File: src/rtl/wb_commit.sv
// Architectural-state end of write-back: commits register and PC updates in the WB phase
// and runs the five-phase sequencer of the multi-cycle core.
module wb_commit #(
    parameter logic [31:0] RESET_PC = 32'h0000_0000,
    parameter int unsigned PC_STEP  = 4
) (
    input  logic        clk,
    input  logic        rst,
    input  logic        run,
    input  logic [4:0]  Ri_wb,
    input  logic        reg_update,
    input  logic [31:0] reg_new,
    input  logic        pc_update,
    input  logic [31:0] pc_new,
    input  logic [4:0]  rs_addr,
    input  logic [4:0]  rt_addr,
    output logic [31:0] rs_data,
    output logic [31:0] rt_data,
    output logic [31:0] pc,
    output logic [4:0]  phase,
    output logic        retire,
    output logic [31:0] retired_cnt
);

    localparam int unsigned XLEN  = 32;
    localparam int unsigned NREGS = 32;

    typedef enum logic [4:0] {
        PH_IF  = 5'b00001,
        PH_ID  = 5'b00010,
        PH_EX  = 5'b00100,
        PH_MEM = 5'b01000,
        PH_WB  = 5'b10000
    } phase_t;

    phase_t            state_q;
    phase_t            state_d;
    logic              commit_c;
    logic              reg_wr_c;
    logic [XLEN-1:0]   pc_next_c;
    logic [XLEN-1:0]   regs [NREGS];

    // Phase register
    always_ff @(posedge clk) begin
        if (rst) begin
            state_q <= PH_IF;
        end else begin
            state_q <= state_d;
        end
    end

    // Next phase and commit strobe; illegal encodings fall back to IF regardless of run
    always_comb begin
        state_d  = state_q;
        commit_c = 1'b0;
        case (state_q)
            PH_IF:  if (run) state_d = PH_ID;
            PH_ID:  if (run) state_d = PH_EX;
            PH_EX:  if (run) state_d = PH_MEM;
            PH_MEM: if (run) state_d = PH_WB;
            PH_WB: begin
                if (run) begin
                    state_d  = PH_IF;
                    commit_c = 1'b1;
                end
            end
            default: state_d = PH_IF;
        endcase
    end

    assign reg_wr_c  = commit_c && reg_update && (Ri_wb != 5'd0);
    assign pc_next_c = pc_update ? (pc_new & ~XLEN'(3)) : (pc + XLEN'(PC_STEP));

    // Register file; r0 is never written
    always_ff @(posedge clk) begin
        if (rst) begin
            for (int i = 0; i < int'(NREGS); i++) begin
                regs[i] <= '0;
            end
        end else if (reg_wr_c) begin
            regs[Ri_wb] <= reg_new;
        end
    end

    // PC, retire pulse and retired-instruction counter
    always_ff @(posedge clk) begin
        if (rst) begin
            pc          <= RESET_PC;
            retire      <= 1'b0;
            retired_cnt <= '0;
        end else begin
            retire <= commit_c;
            if (commit_c) begin
                pc          <= pc_next_c;
                retired_cnt <= retired_cnt + XLEN'(1);
            end
        end
    end

    assign phase = state_q;

    // Combinational read ports with same-cycle bypass of the committing write
    always_comb begin
        rs_data = regs[rs_addr];
        rt_data = regs[rt_addr];
        if (reg_wr_c && (rs_addr == Ri_wb)) rs_data = reg_new;
        if (reg_wr_c && (rt_addr == Ri_wb)) rt_data = reg_new;
        if (rs_addr == 5'd0) rs_data = '0;
        if (rt_addr == 5'd0) rt_data = '0;
    end

endmodule

File: config.mk
export PLATFORM = sky130hd
export DESIGN_NAME = wb_commit
export DESIGN_NICKNAME = d
export VERILOG_FILES = /design/src/rtl/wb_commit.sv
export SDC_FILE = /design/constraint.sdc
export NUM_CORES = 2
export LEC_CHECK = 0
export BUFFER_PORTS_ARGS = -buffer_cell sky130_fd_sc_hd__buf_2
export CORE_MARGIN = 3
export CORE_UTILIZATION = 36
export DETAILED_ROUTE_END_ITERATION = 16
export PLACE_DENSITY = 0.59
export SKIP_LAST_GASP = 1
export SLEW_MARGIN = 10
export SYNTH_ARGS = -nofsm -noshare
export SYNTH_HDL_FRONTEND = slang
export SYNTH_SLANG_ARGS = --single-unit
File: constraint.sdc
create_clock -name clk -period 4.77 [get_ports clk]
set_input_delay 0.2385 -clock clk [delete_from_list [all_inputs] [get_ports clk]]
set_output_delay 0.2385 -clock clk [all_outputs]
set_load 0.005 [all_outputs]
==> results_dict.tcl <==
set metrics [dict create \
    arrival_ns 3.97 \
    yosysUniqueCellTypes 64 \
    reg2reg_to "regs[31][19]" \
    hold_end "pc[8]" \
    grt-ovfl-total 0 \
    slowest_delay_ns 0.79 \
    initial_core_util_pct 36.4 \
    drc 0 \
    dp_hpwl_mm 139 \
    grt_start_max_net_pins 86 \
    synth_edf_count 1024 \
    areaGrowthSynthToFinish_pct 14.9 \
    num_rows 148 \
    wirelength_mm 224 \
    antenna_left 0 \
    viasPerCell 6.03 \
    grt.total_usage_pct 25.9 \
    synth_top_family_by_area "multiplexers" \
    yosys.area_share.adder_pct 0.0421 \
    startpoint "phase[1]" \
    max_freq_mhz 238 \
    hold_path.class "in2reg" \
    gp_congestion 0.889 \
    insertion_delay_ns 0.76 \
    status "completed" \
    min_path_cells 2 \
    cp_top_family "simple AND/OR/NAND/NOR gates" \
    crit_chain "or4b_4 -> nor2_4 -> nand4_1 -> buf_12 -> a211oi_1 -> buf_2" \
    yosys-top-cells-count "edfxtp_1, and2_1, mux2i_1" \
    grt_use_met2_pct 40.1 \
    dieArea_um2 170000 \
    finalHoldViolCount 0 \
    die_x_um 412 \
    grtUsageMet3_pct 5.97 \
    synth_ff_type "edfxtp_1" \
    dr_total_vias 42700 \
    cts.clk_slew.worst_paths_ns 0.06 \
    fin_nets 4895 \
    postCtsSetupBuffers 0 \
    grt_setup_unrepaired "false" \
    relSlewSlack_pct 16.7 \
    period_needed_ns 4.21 \
    rr_worst_depth 8 \
    synth_top_area_cell "edfxtp_1" \
    grt.busiest_layer "met2" \
    fin_crit_sh_pct 88.2 \
    async_flop_share_pct 0 \
    synthDominantCellAreaShare_pct 51.7 \
    synth.most_common_cell "edfxtp_1" \
    cts_resized 0 \
    first_global_vias 41600 \
    pin_count 218 \
    cts-buffers-inserted 120 \
    worstMarginPinSlew_ns 1.22 \
    grt_pass1_wl_mm 314 \
    skew_ns 0.0351 \
    cap_violations 0 \
    final_core_util_pct 41.8 \
    hp-start "rst" \
    drv_slew 0 \
    die_height_um 412 \
    critPathLaunchType "flip-flop" \
    post-place-ws_ns 1.22 \
    synthTopCellsByArea "edfxtp_1, and2_1, mux4_2" \
    cts_buffer_depth 3 \
    core-area_um2 164000 \
    timing.hold.ws_ns 0.0417 \
    syn_area_um2 59500 \
    cpMaxStageDelayCell "a211oi_1" \
    ys_ff_latch 1092 \
    drtPass1Iterations 5 \
    drive_above_1_share_pct 20.0 \
    cp_data_required_time_ns 4.53 \
    setup-tns-final_ns 0 \
    synth_xor_area_share_pct 0.427 \
    n_fill_cell 14900 \
    drtIter0Drc 5478 \
    leakagePower_nw 25.1 \
    critPathBufInv 2 \
    synthMuxAreaShare_pct 19.0 \
    p_per_area_nw_per_um2 329 \
    cts.sinks 1092 \
    yosys_warnings 0 \
    setup_ws_ns 0.563 \
    cts_root_buf "clkbuf_16" \
    use_met1_pct 34.4 \
    ir_worst_vdd_mv 0.297 \
    port_buffers 213 \
    cts_tree "yes" \
    synth_compound_area_share_pct 7.55 \
    synth.avg_cell_area_um2 12.7 \
    setup_viol 0 \
    critPathMaxFanout 46 \
    synth-simple-area-share_pct 15.7 \
    htree_levels 3 \
    synth-seq-area-share_pct 54.0 \
    crit_path_end_kind "output pin" \
    worstReg2RegStart "phase[1]" \
    r2r_setup_slack_ns 1.27 \
    worstSetupPathType "reg2out" \
    synth_cells 4683 \
    avgRoutedWirePerCell_um 31.6 \
    antenna_found_initial 24 \
]
## through the flow
step,cells,power (W),instance area (um2)
final,7087,0.0225,68300
after global routing,7079,0.0231,68300
after CTS,7079,0.0225,68300
after detailed placement,6831,0.0136,64300
after global placement,6831,0.0136,64300
after floorplan,4716,0.0125,59600
## logic make-up (layout without fill, tap and decap cells)
| family | after synthesis | in the layout |
|---|---|---|
| XOR/XNOR | 29 | 29 |
| AND/OR/NAND/NOR | 1622 | 1622 |
| AO/OA/AOI/OAI | 625 | 625 |
| other | 1 | 42 |
| multiplexers | 809 | 809 |
| adder cells (fa/ha/maj) | 2 | 2 |
| buffers and inverters | 503 | 691 |
| flip-flops | 1092 | 1092 |
## cell type report
cell class	instances	area [um2]	area share [%]
diodes	8	20.0	0.0293
multi-input cells	3121	26200	38.4
repair buffers	456	3500	5.13
clock buffers	157	3180	4.66
clock inverters	60	492	0.720
inverters	18	68.8	0.101
well taps	2175	2720	3.98
flip-flops and latches	1092	32100	47.0
## routing by layer
layer  vias to the layer above  routed length, um  part of all wire, %
li1                      17900                  -                    -
met1                     21600              87000                   39
met2                      2654             101000                   45
met3                       555              24500                   11
met4                        18              11200                  5.0
met5                         -                129                0.058
## flip-flops by register name, indices dropped and copies added (netlist names)
register / cells
pc: 30
retired_cnt: 32
phase: 5
regs: 1024
retire: 1
## worst max-delay path by stage
stage	endpoint	slack, ns	depth (start not counted)
6_report	rt_data[17]	0.56	6
3_3_place_gp	rs_data[24]	1.20	8
3_5_place_dp	rs_data[7]	1.22	8
4_1_cts	rt_data[7]	0.61	8
2_1_floorplan	regs[29][0]	0.26	5
5_1_grt	rt_data[7]	0.46	8
## cells in the final DEF, fill, tap and decap left out, types with 34 or more instances in the layout
cell       instances
edfxtp_1        1024
and2_1           997
mux2i_1          495
mux4_2           248
buf_2            206
buf_4            175
nor2_1           165
a211oi_1         129
clkbuf_16        121
a22oi_1          100
nor2b_1           96
nand2_1           95
nand3_1           78
o21ai_0           72
a21oi_1           68
dfxtp_1           68
mux2_2            66
a2111oi_0         62
a221oi_1          51
nor4_1            40
buf_12            39
o22ai_1           35
clkinv_1          35
conb_1            34
clkbuf_1          34
## worst register-to-register path: cells and delay by family (launching register included)
family | cells | cell delay (ns)
buffers and inverters | 3 | 0.98
DFF | 1 | 0.43
and+or+nand+nor | 5 | 1.94
## where the power goes
part | switching, W | total, W | internal (W) | leakage [nW]
registers | 0.000167 | 0.0109 | 0.0108 | 11.1
clock network | 0.00393 | 0.00897 | 0.00503 | 1.78
logic | 0.00163 | 0.00258 | 0.000947 | 12.2
## timing repair
action / in CTS / in global routing
setup endpoints to repair: 0 / 0
hold buffers: 31 / 0
endpoints found under the hold margin: 35 / 0
(Power assumes the default switching activity.)
